[config.mk]
export PLATFORM = sky130hd
export DESIGN_NAME = tempsense_sweep_ctrl
export DESIGN_NICKNAME = d
export VERILOG_FILES = /design/src/rtl/tempsense_sweep_ctrl.sv
export SDC_FILE = /design/constraint.sdc
export NUM_CORES = 1
export LEC_CHECK = 0
export ABC_AREA = 1
export BUFFER_PORTS_ARGS = -buffer_cell sky130_fd_sc_hd__buf_2
export CORE_ASPECT_RATIO = 2
export CORE_MARGIN = 2
export CORE_UTILIZATION = 50
export DETAILED_ROUTE_END_ITERATION = 6
export GPL_ROUTABILITY_DRIVEN = 0
export GPL_TIMING_DRIVEN = 0
export PLACE_DENSITY_LB_ADDON = 0.2
export RECOVER_POWER = 100
export SLEW_MARGIN = 15
export SYNTH_ARGS = -nofsm -noshare
export SYNTH_HDL_FRONTEND = slang
export SYNTH_SLANG_ARGS = --single-unit
[constraint.sdc]
create_clock -name clk -period 2.15 [get_ports clk]
set_input_delay 0.215 -clock clk [delete_from_list [all_inputs] [get_ports clk]]
set_output_delay 0.215 -clock clk [all_outputs]
set_load 0.1 [all_outputs]
[src/rtl/tempsense_sweep_ctrl.sv]
// Temperature-sensor DAC sweep controller with a Wishbone register block.
// Sweeps the DAC code downward until the delay line trips, then reports.
module tempsense_sweep_ctrl #(
   parameter int unsigned N_VDAC    = 6,
   parameter int unsigned MEAS_CYC  = 4,
   parameter logic [31:0] BASE_ADDR = 32'h3000_0100
) (
   input  logic              clk,
   input  logic              reset,
   input  logic              i_wb_cyc,
   input  logic              i_wb_stb,
   input  logic              i_wb_we,
   input  logic [31:0]       i_wb_addr,
   input  logic [31:0]       i_wb_data,
   output logic              o_wb_ack,
   output logic              o_wb_stall,
   output logic [31:0]       o_wb_data,
   output logic [N_VDAC-1:0] o_dac_data,
   output logic              o_dac_en,
   output logic              o_precharge_n,
   input  logic              i_tempdelay,
   output logic              o_irq
);

   localparam logic [N_VDAC-1:0] CODE_MAX = '1;
   localparam logic [11:0]       MEAS_END = 12'(MEAS_CYC - 1);

   typedef enum logic [2:0] {
      S_IDLE,
      S_PRE,
      S_MEAS,
      S_EVAL,
      S_WAIT
   } state_t;

   state_t            state_q, state_d;
   logic [N_VDAC-1:0] code_q, code_d;
   logic [N_VDAC-1:0] result_q, result_d;
   logic [11:0]       tmr_q, tmr_d;
   logic              busy_q, busy_d;
   logic              done_q, done_d;
   logic              nohit_q, nohit_d;
   logic              alarm_q, alarm_d;
   logic [15:0]       cnt_q, cnt_d;

   logic              cont_q, irq_en_q;
   logic [7:0]        period_q;
   logic [5:0]        thresh_q;
   logic              ack_q, irq_q;
   logic [31:0]       rdata_q, rdata;
   logic              td_q1, td_s;

   logic              dec, wr_ctrl, wr_stat, wr_thr, start;
   logic [1:0]        sel;
   logic              fin;
   logic              unused_ok;

   assign unused_ok = ^{i_wb_data[31:16], i_wb_data[7:6], i_wb_addr[1:0]};

   assign dec     = i_wb_cyc & i_wb_stb &
                    (i_wb_addr[31:4] == BASE_ADDR[31:4]);
   assign sel     = i_wb_addr[3:2];
   assign wr_ctrl = dec & i_wb_we & (sel == 2'd0);
   assign wr_stat = dec & i_wb_we & (sel == 2'd1);
   assign wr_thr  = dec & i_wb_we & (sel == 2'd2);
   assign start   = wr_ctrl & i_wb_data[0];

   assign o_wb_ack   = ack_q;
   assign o_wb_stall = 1'b0;
   assign o_wb_data  = rdata_q;
   assign o_irq      = irq_q;

   // Sensor delay output is asynchronous to clk
   always_ff @(posedge clk) begin
      if (reset) begin
         td_q1 <= 1'b0;
         td_s  <= 1'b0;
      end else begin
         td_q1 <= i_tempdelay;
         td_s  <= td_q1;
      end
   end

   always_comb begin
      rdata = '0;
      unique case (sel)
         2'd0: begin
            rdata[1]    = cont_q;
            rdata[2]    = irq_en_q;
            rdata[15:8] = period_q;
         end
         2'd1: begin
            rdata[0]            = busy_q;
            rdata[1]            = done_q;
            rdata[2]            = nohit_q;
            rdata[3]            = alarm_q;
            rdata[8 +: N_VDAC]  = result_q;
         end
         2'd2: rdata[5:0]  = thresh_q;
         2'd3: rdata[15:0] = cnt_q;
      endcase
   end

   always_ff @(posedge clk) begin
      if (reset) begin
         ack_q    <= 1'b0;
         rdata_q  <= '0;
         cont_q   <= 1'b0;
         irq_en_q <= 1'b0;
         period_q <= '0;
         thresh_q <= '0;
         irq_q    <= 1'b0;
      end else begin
         ack_q   <= dec;
         rdata_q <= dec ? rdata : '0;
         if (wr_ctrl) begin
            cont_q   <= i_wb_data[1];
            irq_en_q <= i_wb_data[2];
            period_q <= i_wb_data[15:8];
         end
         if (wr_thr) thresh_q <= i_wb_data[5:0];
         irq_q <= irq_en_q & (done_q | alarm_q);
      end
   end

   always_comb begin
      state_d  = state_q;
      code_d   = code_q;
      result_d = result_q;
      tmr_d    = tmr_q;
      busy_d   = busy_q;
      done_d   = done_q;
      nohit_d  = nohit_q;
      alarm_d  = alarm_q;
      cnt_d    = cnt_q;
      fin      = 1'b0;

      // Clear first so a same-cycle hardware set overrides it
      if (wr_stat) begin
         if (i_wb_data[1]) done_d  = 1'b0;
         if (i_wb_data[3]) alarm_d = 1'b0;
      end

      unique case (state_q)
         S_IDLE: begin
            if (start) begin
               code_d  = CODE_MAX;
               busy_d  = 1'b1;
               state_d = S_PRE;
            end
         end
         S_PRE: begin
            tmr_d   = '0;
            state_d = S_MEAS;
         end
         S_MEAS: begin
            if (tmr_q == MEAS_END) state_d = S_EVAL;
            else tmr_d = tmr_q + 12'd1;
         end
         S_EVAL: begin
            if (td_s) begin
               result_d = code_q;
               nohit_d  = 1'b0;
               fin      = 1'b1;
            end else if (code_q == '0) begin
               result_d = '0;
               nohit_d  = 1'b1;
               fin      = 1'b1;
            end else begin
               code_d  = code_q - 1'b1;
               state_d = S_PRE;
            end
         end
         S_WAIT: begin
            if (!cont_q) begin
               busy_d  = 1'b0;
               state_d = S_IDLE;
            end else if (tmr_q == '0) begin
               code_d  = CODE_MAX;
               state_d = S_PRE;
            end else begin
               tmr_d = tmr_q - 12'd1;
            end
         end
         default: state_d = S_IDLE;
      endcase

      if (fin) begin
         done_d = 1'b1;
         cnt_d  = cnt_q + 16'd1;
         if (!nohit_d && (32'(result_d) >= 32'(thresh_q)))
            alarm_d = 1'b1;
         if (!cont_q) begin
            busy_d  = 1'b0;
            state_d = S_IDLE;
         end else if (period_q == '0) begin
            code_d  = CODE_MAX;
            state_d = S_PRE;
         end else begin
            tmr_d   = {period_q, 4'b0000} - 12'd1;
            state_d = S_WAIT;
         end
      end
   end

   always_ff @(posedge clk) begin
      if (reset) begin
         state_q  <= S_IDLE;
         code_q   <= '0;
         result_q <= '0;
         tmr_q    <= '0;
         busy_q   <= 1'b0;
         done_q   <= 1'b0;
         nohit_q  <= 1'b0;
         alarm_q  <= 1'b0;
         cnt_q    <= '0;
      end else begin
         state_q  <= state_d;
         code_q   <= code_d;
         result_q <= result_d;
         tmr_q    <= tmr_d;
         busy_q   <= busy_d;
         done_q   <= done_d;
         nohit_q  <= nohit_d;
         alarm_q  <= alarm_d;
         cnt_q    <= cnt_d;
      end
   end

   always_comb begin
      o_dac_data    = CODE_MAX;
      o_dac_en      = 1'b0;
      o_precharge_n = 1'b0;
      unique case (state_q)
         S_PRE: o_dac_en = 1'b1;
         S_MEAS, S_EVAL: begin
            o_dac_data    = code_q;
            o_dac_en      = 1'b1;
            o_precharge_n = 1'b1;
         end
         default: ;
      endcase
   end

endmodule

# --- Word-level counts from Yosys, hierarchy flattened ---
# Index checks and enable logic that the tools add are counted.
totals:
  ff_bits: 99
  latchBits: 0
  ramBits: 0
  mem_bits_ro: 0
  input_bits: 70
  output_inout_bits: 43
  elab_cells: 122
  n_memories: 0
classes:
  add_sub_neg: 5
  n_mul: 0
  n_div: 0
  order_cmp: 1
  n_eq_ne: 14
  shift: 0
  muxes: 56
  bitwise_logic: 11
  reduce_logical: 15
ops:
  columns: ["operator", "n"]
  rows:
  - ["$mux W12", 6]
  - ["$mux W6", 12]
  - ["$pmux W12 S3", 1]
  - ["$pmux W6 S3", 2]
  - ["$eq A28 B26 Y1 const B", 1]
  - ["$mux W3", 9]
  - ["$sub A12 B1 Y12 const B", 2]
  - ["$mux W1", 19]
  - ["$add A16 B1 Y16 const B", 1]
  - ["$pmux W3 S5", 1]
  - ["$add A12 B1 Y12 const B", 1]
  - ["$eq A12 B2 Y1 const B", 1]
  - ["$logic_not A12 Y1", 1]
  - ["$ne A3 B3 Y1 const B", 4]
  - ["$and A1 B1 Y1", 8]
  - ["$logic_not A8 Y1", 1]
  - ["$pmux W2 S2", 2]
  - ["$pmux W2 S4", 1]
  - ["$eq A3 B2 Y1 const B", 2]
  - ["$ge A6 B6 Y1", 1]
  - ["$logic_not A6 Y1", 1]
  - ["$pmux W1 S3", 2]
  - ["$reduce_or A3 Y1", 2]
  - ["$sub A6 B1 Y6 const B", 1]
  - ["16 further kinds", 20]

# --- Depth between registers and ports, before layout ---
# Gate-level depths: netlist of run 1.
logic_depth:
  ltp_word: 10
  ltp_mapped: 16
  ltp_nobuf: 16

# --- Least setup slack after synthesis of run 1 ---
# No wires, ideal clock.
synth_timing:
  path_kind: "register to register"
  startpoint: "register state_q[0]"
  endpoint: "register tmr_q[8]"
  setup_time_ps: 132
  arrival_ps: 2708
  required_ps: 2018
  slack_ps: -691
  path_stages_with_launch: 10
  n_path_buf: 0
  period_less_slack_ps: 2841
  cell_sequence: "dfxtp_1 nor2_1 nor2_1 o21ai_0 nand2_1 inv_2 nor2_1 o211ai_1 nand3_1 a21oi_1"
synth_between:
  elab_chain_len: 5
  elab_cells_between_ends: 9
  classes_between: "eq/ne: 4; mux: 5"
synth_rtl:
  columns: ["element", "line_no", "text"]
  rows:
  - ["from (decl)", "36", "state_t state_q, state_d;"]
  - ["from (signal assigned)", "218", "state_q <= state_d;"]
  - ["$eq A3 B3 Y1 (tied with other cells)", "144", "unique case (state_q)"]
  - ["$pmux W12 S3", "144", null]
  - ["$mux W12", "196", "end else if (period_q == '0) begin"]
  - ["$mux W12", "193", "if (!cont_q) begin"]
  - ["$mux W12 (*)", "188", "if (fin) begin"]
  - ["to (signal assigned)", "221", "tmr_q <= tmr_d;"]
  - ["to (decl)", "39", "logic [11:0] tmr_q, tmr_d;"]
# Mark *: on every way between the ends. The rest lies on a longest branch, timed or not.
# A chain may end at the register's enable or synchronous reset.

# --- Worst setup path after layout of run 1 ---
layout_timing:
  startpoint: "register state_q[1]"
  endpoint: "register alarm_q"
layout_between:
  elab_chain_len: 6
  elab_cells_between_ends: 9
  classes_between: "order compare: 1; eq/ne: 1; mux: 5; reduce/logical: 2"
layout_rtl:
  columns: ["element", "line_no", "text"]
  rows:
  - ["$eq A3 B2 Y1", "144", null]
  - ["$mux W6", "144", null]
  - ["named net result_d[5]", "38", "logic [N_VDAC-1:0] result_q, result_d;"]
  - ["$ge A6 B6 Y1", "191", "if (!nohit_d && (32'(result_d) >= 32'(thresh_q)))"]
  - ["$logic_and A1 B1 Y1", "191", null]
  - ["$mux W1", "191", null]
  - ["$mux W1", "188", null]
  - ["to (signal assigned)", "225", "alarm_q <= alarm_d;"]
  - ["to (decl)", "43", "logic alarm_q, alarm_d;"]
# The timed path passes the listed nets, and every way through them passes these cells.

==> results of run 1 <==
## metal layers
| metal | global-route usage [%] | up-vias |
|---|---|---|
| met5 | 0 | - |
| li1 | - | 2786 |
| met3 | 4.151 | 77 |
| met4 | 19.64 | 0 |
| met1 | 25.88 | 2620 |
| met2 | 55.98 | 231 |
## worst min-delay path: stages
cell    delay (ns)
buf_2         0.07
inv_1         0.03
nor2_1        0.06
## worst paths after layout
kind / from / end / slack [ns] / cells past startpoint
max: state_q[1] / alarm_q / -0.03 / 16
min: i_tempdelay / td_q1 / 0.07 / 3
max reg2reg: state_q[1] / alarm_q / -0.03 / 16
min reg2reg: td_q1 / td_s / 0.40 / 2
## where the power goes
group          internal (µW)  leakage, µW  total [µW]  switching [µW]
clock                    902     0.000137        1540             635
sequential              1550     0.000671        1560            10.5
combinational            124      0.00195         557             434
total                   2570      0.00276        3650            1080
## sequential cells by signal (all words and copies together) (netlist names)
signal,cells
tmr_q,12
o_irq,1
state_q,3
o_wb_ack,1
alarm_q,1
period_q,8
code_q,6
result_q,6
nohit_q,1
cnt_q,16
td_q1,1
td_s,1
cont_q,1
thresh_q,6
irq_en_q,1
o_wb_data,16
busy_q,1
done_q,1
## layout make-up
| type | count | area, µm² |
|---|---|---|
| plain buffers | 40 | 257.7 |
| clock buffers | 12 | 236.5 |
| clock inverters | 4 | 51.30 |
| fillers | 930 | 3821 |
| inverters | 104 | 395.4 |
| multi-input cells | 581 | 3035 |
| flip-flops and latches | 83 | 1668 |
| well taps | 135 | 168.9 |
| repair buffers | 88 | 450.4 |
## layout by cell type (no fill, tap or decap), types with 4 or more instances in the layout
master     instances
dfxtp_2            5
nor2_1            90
inv_1             94
nand2_1          168
nand3_1           53
conb_1            17
inv_2              8
nand4_1           14
nand2_2            4
o211ai_1           7
buf_2             57
a21oi_1           70
a311oi_1           6
o21ai_0           46
clkbuf_1          38
dfxtp_1           78
nor2_4             6
nor3_1            18
xor2_1            12
ha_1              15
buf_4             32
clkbuf_16          9
nor3b_1            4
nor2_2            10
## through the flow
| stage | total power (µW) | utilization (%) | std cells | setup slack [ns] |
|---|---|---|---|---|
| after global routing | 3770 | 62.11 | 1047 | -0.1662 |
| after detailed placement | 2135 | 57.41 | 1017 | -0.3215 |
| final | 3651 | 62.11 | 1047 | -0.03136 |
| after CTS | 3648 | 61.40 | 1042 | 0.02944 |
| after global placement | 2127 | 57.41 | 1017 | -0.2729 |
| after floorplan | 2006 | - | 808 | -0.3668 |
## kinds of logic (layout without fill, tap and decap cells)
family,Yosys count,after routing,synth area share (%)
simple gates,388,388,33.84
other cells,1,17,0.07250
buf+inv,144,248,12.24
xor+xnor,13,13,2.201
flops,83,83,32.12
compound gates,146,146,15.41
fa+ha+maj,17,17,4.112
## repair_timing
item / in CTS / in global routing
buffers inserted: 9 / 5
hold buffers: 0 / 0
cloned: 0 / 0
pin swaps: 5 / 9
endpoints found under the hold margin: 0 / 0
resized for setup: 14 / 16
setup endpoints to repair: 1 / 7
==> impl_metrics.json, run 1 <==
{
  "crit_required_ns": 2.36,
  "floorplan.die_area_mm2": 0.01122,
  "cts_htree_levels": 3,
  "dpl-instance-area_mm2": 0.005789,
  "leading_cell_types_by_count_after_synthesis": "171 x nand2_1, 98 x inv_1, 97 x nor2_1",
  "critPathLaunchType": "flip-flop",
  "final_critical_path_setup_slack_ns": -0.03136,
  "failed_checks": "negative setup slack",
  "layout-drive-gt1-share_pct": 17.32,
  "cp-end-kind": "flip-flop",
  "post-dp-hpwl_mm": 12.46,
  "cp.arrival_ns": 2.39,
  "avgRoutedWirePerCell_um": 15.40,
  "top_level_ports": 113,
  "remaining_drcs": 0,
  "worst_setup_hold_path_clk_slew_ns": 0.06,
  "synth.yosys.seq_area_share_pct": 32.12,
  "grt_first_pass_wirelength_mm": 25.45,
  "netlist_instances": 792,
  "grt_max_degree": 14,
  "yosys_register_bits": 83,
  "outcome": "complete, but fails checks",
  "tritoncts.num_buffers": 9,
  "fin_area_mm2": 0.006264,
  "synth.distinct_cells": 42,
  "slowest_stage": "dfxtp_2",
  "starting_density_of_the_core_pct": 51.29,
  "die_height_um": 147.8,
  "rows": 52,
  "vias": 5714,
  "drt-vias-per-instance": 5.457,
  "nNetsFinal": 994,
  "clock_sinks": 83,
  "chipWidth_um": 75.92,
  "antenna_cells": 0,
  "count_of_port_buffers_added_during_placement": 74,
  "post-route-min-period_ns": 2.181,
  "period_share_pct": 101.5,
  "critPathBufInv": 5,
  "ys_warn_count": 0,
  "cellLeakagePower_uw": 0.002762,
  "crit_path_max_fanout": 6,
  "ctsLongestPathBuffers": 2,
  "cp_cell_sequence": "inv_2 -> nor2_4 -> inv_4 -> nor2_8 -> inv_4 -> nor2_4 -> or2_2 -> inv_1 -> nor3_2 -> ha_1 -> nand2_1 -> inv_1 -> o211ai_1 -> o2111ai_1 -> nand2_1 -> a21oi_2",
  "cellPowerDensity_mw_per_mm2": 582.8,
  "cts-root-buf": "clkbuf_16",
  "min_path_type": "input port to flip-flop",
  "synth_largest_area_cell": "dfxtp_1",
  "drt_iter0_markers": 353,
  "finalMaxSlewViolations": 0,
  "max_freq_ghz": 0.4584,
  "crit_family": "simple AND/OR/NAND/NOR gates",
  "antenna_found_initial": 0,
  "area_delta_synth_final_pct": 21.09,
  "netlist_area_mm2": 0.005172,
  "synth_async_sr_flop_share_pct": 0,
  "grt_pass1_vias": 5525,
  "wl_met3_um": 745,
  "hold_viol": 0,
  "postSynth.topFlopCell": "dfxtp_1",
  "drt-total-wl_mm": 16.13,
  "detailedRoute.firstPassIterationCount": 5,
  "synth-edff-count": 0,
  "fin_setup_tns_ns": -0.03136,
  "detailroute.wirelength.met2_mm": 8.900,
  "fp.coreArea_mm2": 0.01008,
  "yosysTopAreaCellShare_pct": 32.12,
  "yosysMostFrequentCell": "nand2_1",
  "hold_slack_ns": 0.07354,
  "finalSetupViolCount": 1,
  "drt_met1_wl_mm": 5.509,
  "cts_tree": "yes",
  "route.antenna.remaining_nets": 0,
  "worst_skew_late_latency_ns": 0.34,
  "maxCapViolations": 0,
  "unrepaired_setup_endpoints_after_global_routing": "true",
  "topmost_layer_with_routed_signal_wires": "met4",
  "globalRouteOverflowTotal": 0,
  "synth_area_per_cell_um2": 6.531,
  "crit_type": "flip-flop to flip-flop",
  "maxSlewHeadroom_pct": 20.52,
  "synth_area_leaders": "dfxtp_1 32%, nand2_1 12%, inv_1 7.1%",
  "worst-slew-pin-transition_ns": 1.197,
  "crit_path_max_incr_delay_ns": 0.34,
  "vdd.ir_drop.worst_v": 0.0005561,
  "grtUsageTotal_pct": 28.35,
  "clock-skew-final_ns": 0.005346
}
(Power assumes the default switching activity.)
==> run 2: changes to the inputs <==
--- a/config.mk
+++ b/config.mk
@@ -7,9 +7,11 @@
 export LEC_CHECK = 0
 export ABC_AREA = 1
 export BUFFER_PORTS_ARGS = -buffer_cell sky130_fd_sc_hd__buf_2
+export CELL_PAD_IN_SITES_DETAIL_PLACEMENT = 0
+export CELL_PAD_IN_SITES_GLOBAL_PLACEMENT = 1
 export CORE_ASPECT_RATIO = 2
 export CORE_MARGIN = 2
-export CORE_UTILIZATION = 50
+export CORE_UTILIZATION = 35
 export DETAILED_ROUTE_END_ITERATION = 6
 export GPL_ROUTABILITY_DRIVEN = 0
 export GPL_TIMING_DRIVEN = 0
==> run 2 against run 1 <==
- via count fell by 3.1%
- count of clock-buffer cells in the layout is 2 lower
- critical path depth decreased by 1
- critical endpoint unchanged
- the run still ends with negative setup slack left
- sequential power hardly changed
- worst setup slack improved by 0.0025 ns
- highest routed layer unchanged
- global-route usage is 5.6 points lower
- non-clock buffer count is the same
- cell count up 5.4%
==> impl_metrics.json, run 2 (same netlist as run 1, synthesis figures left out) <==
{
  "critPathLaunchType": "flip-flop",
  "final_common_cell": "nand2_1",
  "finish.utilization_pct": 43.99,
  "fin_setup_tns_ns": -0.02888,
  "grtUsageTotal_pct": 22.80,
  "hold_buffers": 0,
  "maxSlewHeadroom_pct": 20.69,
  "avgRoutedWirePerCell_um": 15.84,
  "dpl-instance-area_mm2": 0.005861,
  "cellLeakagePower_uw": 0.002781,
  "hold-path-endpoint": "td_q1",
  "clock_sinks": 83,
  "crit_path_max_incr_delay_ns": 0.38,
  "starting_density_of_the_core_pct": 35.85,
  "tritoncts.num_buffers": 9,
  "fp.coreArea_mm2": 0.01443,
  "r2r_end": "alarm_q",
  "detailedRoute.firstPassIterationCount": 5,
  "post-dp-hpwl_mm": 14.07,
  "pre_cts_ws_ns": -0.4011,
  "hp-start": "i_tempdelay",
  "maxCapViolations": 0,
  "max_freq_ghz": 0.4590,
  "antenna_cells": 0,
  "grt_pass1_vias": 5823,
  "final_cell_mix": "167 x nand2_1, 94 x inv_1, 88 x nor2_1",
  "cellPowerDensity_mw_per_mm2": 572.0,
  "critical_path.reg2reg.startpoint": "code_q[5]",
  "cts-root-buf": "clkbuf_16",
  "grt_max_degree": 16,
  "count_of_port_buffers_added_during_placement": 74,
  "failed_checks": "negative setup slack",
  "cp_cell_sequence": "nor2_2 -> nand3_4 -> nand2_4 -> nand2_4 -> buf_12 -> buf_8 -> nand2_4 -> nand2_2 -> ha_1 -> inv_1 -> nor2_1 -> o211ai_1 -> o2111ai_1 -> nand2_1 -> a21oi_2",
  "final_critical_path_setup_slack_ns": -0.02888,
  "nNetsFinal": 994,
  "rows": 62,
  "worst_skew_late_latency_ns": 0.35,
  "total_power_uw": 3631,
  "drt-vias-per-instance": 5.016,
  "slowest_stage": "dfxtp_1",
  "crit_family": "simple AND/OR/NAND/NOR gates",
  "ctsLongestPathBuffers": 2,
  "fin_area_mm2": 0.006347,
  "cpMostUsedCell": "nand2_4",
  "outcome": "complete, but fails checks",
  "hold_viol": 0,
  "unrepaired_setup_endpoints_after_global_routing": "true",
  "min_path_type": "input port to flip-flop",
  "worst-slew-pin-transition_ns": 1.195,
  "drt-total-wl_mm": 17.48,
  "crit_required_ns": 2.36,
  "cp.arrival_ns": 2.39,
  "remaining_drcs": 0,
  "cts_tree": "yes",
  "top_level_ports": 113,
  "whs_path_depth": 3,
  "globalRouteOverflowTotal": 0,
  "worst-r2r-setup-slack_ns": -0.03,
  "cp-end-kind": "flip-flop",
  "area_delta_synth_final_pct": 22.71,
  "cts_htree_levels": 3,
  "drt_iter0_markers": 252,
  "crit_path_max_fanout": 4,
  "floorplan.die_area_mm2": 0.01583,
  "route.antenna.remaining_nets": 0,
  "chipWidth_um": 89.96,
  "rr_worst_depth": 15,
  "critPathBufInv": 3,
  "worst_setup_hold_path_clk_slew_ns": 0.07,
  "antenna_found_initial": 0,
  "clock-skew-final_ns": 0.01036,
  "finalMaxSlewViolations": 0,
  "finalSetupViolCount": 1,
  "crit_type": "flip-flop to flip-flop",
  "die_height_um": 175.9,
  "layout-drive-gt1-share_pct": 18.20,
  "grt_first_pass_wirelength_mm": 28.34,
  "vdd.ir_drop.worst_v": 0.0003670,
  "vias": 5538,
  "post-route-min-period_ns": 2.179,
  "period_share_pct": 101.3
}
run 2: changes by cell type in the layout (fill, tap and decap cells not counted), sizes merged:
| cell | before | now |
|---|---|---|
| clkbuf | 48 | 43 |
| clkinvlp | 1 | 0 |
| bufinv | 1 | 0 |
| inv | 104 | 108 |
| buf | 92 | 95 |
run 2: through the flow:
| stage | hold slack [ns] | instances |
|---|---|---|
| floorplan | 0.3220 | 808 |
| global placement | 0.3947 | 1074 |
| detailed placement | 0.3975 | 1074 |
| CTS | 0.06460 | 1103 |
| global route | 0.07975 | 1104 |
| finish | 0.06889 | 1104 |
run 2: repair_timing:
item	in CTS	in global routing
setup buffers	13	1
setup endpoints to repair	1	8
pin swaps	10	8
resized for setup	24	12
run 2: per-layer routing:
layer  wire (µm)  track usage (%)
met2       10010            46.91
met4         949            13.97
met5           0                0
met3         601            2.703
met1        5923            20.48
run 2: layout make-up:
type / count / area (µm²)
Fill cell: 1625 / 8082
Multi-Input combinational cell: 581 / 3045
Sequential cell: 83 / 1668
Timing Repair Buffer: 88 / 452.9
Inverter: 104 / 397.9
Buffer: 40 / 259.0
Tap cell: 192 / 240.2
Clock buffer: 10 / 239.0
Clock inverter: 6 / 45.04
run 2: report_power, final:
| group | internal, µW | switching, µW | leakage [µW] | total, µW |
|---|---|---|---|---|
| clock | 827 | 685 | 0.000144 | 1510 |
| combinational | 125 | 438 | 0.00197 | 563 |
| sequential | 1550 | 10.2 | 0.000671 | 1560 |
| total | 2500 | 1130 | 0.00278 | 3630 |
run 2: worst register-to-register path, cell delays in order (launching register included):
cell and delay (ns):
dfxtp_1 0.38, nor2_2 0.17, nand3_4 0.10, nand2_4 0.11, nand2_4 0.06, buf_12 0.13
buf_8 0.11, nand2_4 0.05, nand2_2 0.05, ha_1 0.30, inv_1 0.06, nor2_1 0.03
o211ai_1 0.18, o2111ai_1 0.16, nand2_1 0.10, a21oi_2 0.05
run 2: how the worst max path moves through the flow:
| stage | from | end | slack (ns) | cells past startpoint |
|---|---|---|---|---|
| after floorplan | state_q[1] | alarm_q | -0.37 | 16 |
| after global placement | code_q[0] | alarm_q | -0.37 | 16 |
| final | code_q[5] | alarm_q | -0.03 | 15 |
| after global routing | state_q[1] | alarm_q | -0.17 | 16 |
| after CTS | state_q[2] | alarm_q | -0.002 | 15 |
| after detailed placement | code_q[0] | alarm_q | -0.40 | 16 |
==> run 3: changes to the inputs <==
--- a/config.mk
+++ b/config.mk
@@ -14,7 +14,7 @@
 export CORE_UTILIZATION = 35
 export DETAILED_ROUTE_END_ITERATION = 6
 export GPL_ROUTABILITY_DRIVEN = 0
-export GPL_TIMING_DRIVEN = 0
+export GPL_TIMING_DRIVEN = 1
 export PLACE_DENSITY_LB_ADDON = 0.2
 export RECOVER_POWER = 100
 export SLEW_MARGIN = 15
==> run 3 against run 2 <==
- the run now ends clean
- core utilization fell by 1.2 points
- clock power rose by 8%
- first-iteration DRC count fell by 2.0%
- clock skew fell by 0.0015 ns
- sequential power barely moved
- final area fell by 2.8%
- combinational power fell by 5.0%
- worst setup slack improved by 0.15 ns
- flip-flop and latch count did not move
- critical path depth rose by 1
- die area did not move
- largest cell class unchanged
==> impl_metrics.json, run 3 (same netlist as run 1, synthesis figures left out) <==
{
  "outcome": "completed",
  "worst_skew_late_latency_ns": 0.34,
  "drt_iter0_markers": 247,
  "tritoncts.num_buffers": 9,
  "crit_type": "flip-flop to flip-flop",
  "unrepaired_setup_endpoints_after_global_routing": "true",
  "critPathLaunchType": "flip-flop",
  "post-route-min-period_ns": 2.033,
  "floorplan.die_area_mm2": 0.01583,
  "max_freq_ghz": 0.4919,
  "cellPowerDensity_mw_per_mm2": 602.5,
  "hp-start": "i_tempdelay",
  "cts-root-buf": "clkbuf_16",
  "cp-end-kind": "flip-flop",
  "grt_pass1_vias": 5496,
  "setup_bufs_post_cts": 0,
  "crit_path_max_fanout": 6,
  "vias": 5398,
  "worst-r2r-setup-slack_ns": 0.12,
  "vdd.ir_drop.worst_v": 0.0003356,
  "hold_buffers": 0,
  "min_path_type": "input port to flip-flop",
  "final_cell_mix": "169 x nand2_1, 96 x inv_1, 91 x nor2_1",
  "hold_viol": 0,
  "drt-vias-per-instance": 4.994,
  "crit_required_ns": 2.36,
  "area_delta_synth_final_pct": 19.30,
  "detailedRoute.firstPassIterationCount": 4,
  "finalSetupViolCount": 0,
  "grt_first_pass_wirelength_mm": 26.50,
  "cellLeakagePower_uw": 0.002676,
  "rr_worst_depth": 16,
  "period_share_pct": 94.55,
  "cts.repair.resized": 0,
  "critical_path.reg2reg.startpoint": "state_q[1]",
  "final_common_cell": "nand2_1",
  "chipWidth_um": 89.96,
  "fp.coreArea_mm2": 0.01443,
  "cp.arrival_ns": 2.25,
  "remaining_drcs": 0,
  "avgRoutedWirePerCell_um": 15.24,
  "cts_tree": "yes",
  "grtUsageTotal_pct": 21.22,
  "r2r_end": "alarm_q",
  "worst_setup_hold_path_clk_slew_ns": 0.06,
  "die_height_um": 175.9,
  "grt_max_degree": 35,
  "drt-total-wl_mm": 16.48,
  "nNetsFinal": 971,
  "rows": 62,
  "maxCapViolations": 0,
  "finalMaxSlewViolations": 0,
  "antenna_found_initial": 0,
  "ctsLongestPathBuffers": 2,
  "layout-drive-gt1-share_pct": 15.97,
  "hold-path-endpoint": "td_q1",
  "top_level_ports": 113,
  "worst-slew-pin-transition_ns": 1.201,
  "antenna_cells": 0,
  "route.antenna.remaining_nets": 0,
  "whs_path_depth": 3,
  "post-dp-hpwl_mm": 13.45,
  "total_power_uw": 3718,
  "count_of_port_buffers_added_during_placement": 75,
  "globalRouteOverflowTotal": 0,
  "clock_sinks": 83,
  "clock-skew-final_ns": 0.008865,
  "nFillCells": 1589,
  "starting_density_of_the_core_pct": 35.85,
  "cts_htree_levels": 3,
  "finish.utilization_pct": 42.77,
  "maxSlewHeadroom_pct": 20.26
}
[run 3: per-stage QoR]
stage | cells | setup WS, ns | hold slack (ns) | instance area (µm²) | TNS, ns
3_3_place_gp | 1065 | 0.1197 | 0.3926 | 5844 | 0
5_1_grt | 1081 | -0.04059 | 0.1189 | 6171 | -0.04059
3_5_place_dp | 1065 | 0.07593 | 0.4004 | 5844 | 0
4_1_cts | 1081 | 0.06320 | 0.07108 | 6152 | 0
6_report | 1081 | 0.1171 | 0.07579 | 6171 | 0
2_1_floorplan | 808 | -0.3668 | 0.3220 | 5250 | -0.3668
[run 3: area by class of cell]
class                           count  area (µm²)  share of cell area (%)
Clock buffer                       10       239.0                   3.873
Sequential cell                    83        1664                   26.97
Inverter                          104       395.4                   6.407
Clock inverter                      6       68.82                   1.115
Tap cell                          192       240.2                   3.893
Multi-Input combinational cell    581        2990                   48.46
Timing Repair Buffer              105       573.1                   9.286
[run 3: critical path: stages, from the launching register on]
cell       delay (ns)
dfxtp_2          0.33
inv_2            0.04
nor2_4           0.12
inv_4            0.06
nor2_8           0.11
inv_4            0.06
nor2_4           0.11
inv_2            0.07
nor2_4           0.12
nor3_2           0.06
ha_1             0.32
nand2_2          0.09
inv_1            0.05
o211ai_1         0.10
o2111ai_1        0.13
nand2_1          0.07
a21oi_1          0.06
[run 3: metal layers]
metal  global-route usage (%)  vias up  wire [µm]
met5                        0        -          0
met4                    12.12        0        770
met3                    3.046       48        484
met2                    43.40      139       9478
met1                    19.33     2476       5743
li1                         -     2735          -
[run 3: worst max-delay path by stage]
stage,startpoint,end
after floorplan,state_q[1],alarm_q
after global placement,state_q[1],alarm_q
after detailed placement,state_q[1],alarm_q
after CTS,state_q[1],alarm_q
after global routing,code_q[0],alarm_q
final,state_q[1],alarm_q
[run 3: power breakdown]
part / switching, µW / total [µW] / internal [µW] / leakage (µW)
combinational: 423 / 535 / 111 / 0.00186
sequential: 11.4 / 1560 / 1550 / 0.000670
clock: 683 / 1630 / 943 / 0.000150
total: 1120 / 3720 / 2600 / 0.00268
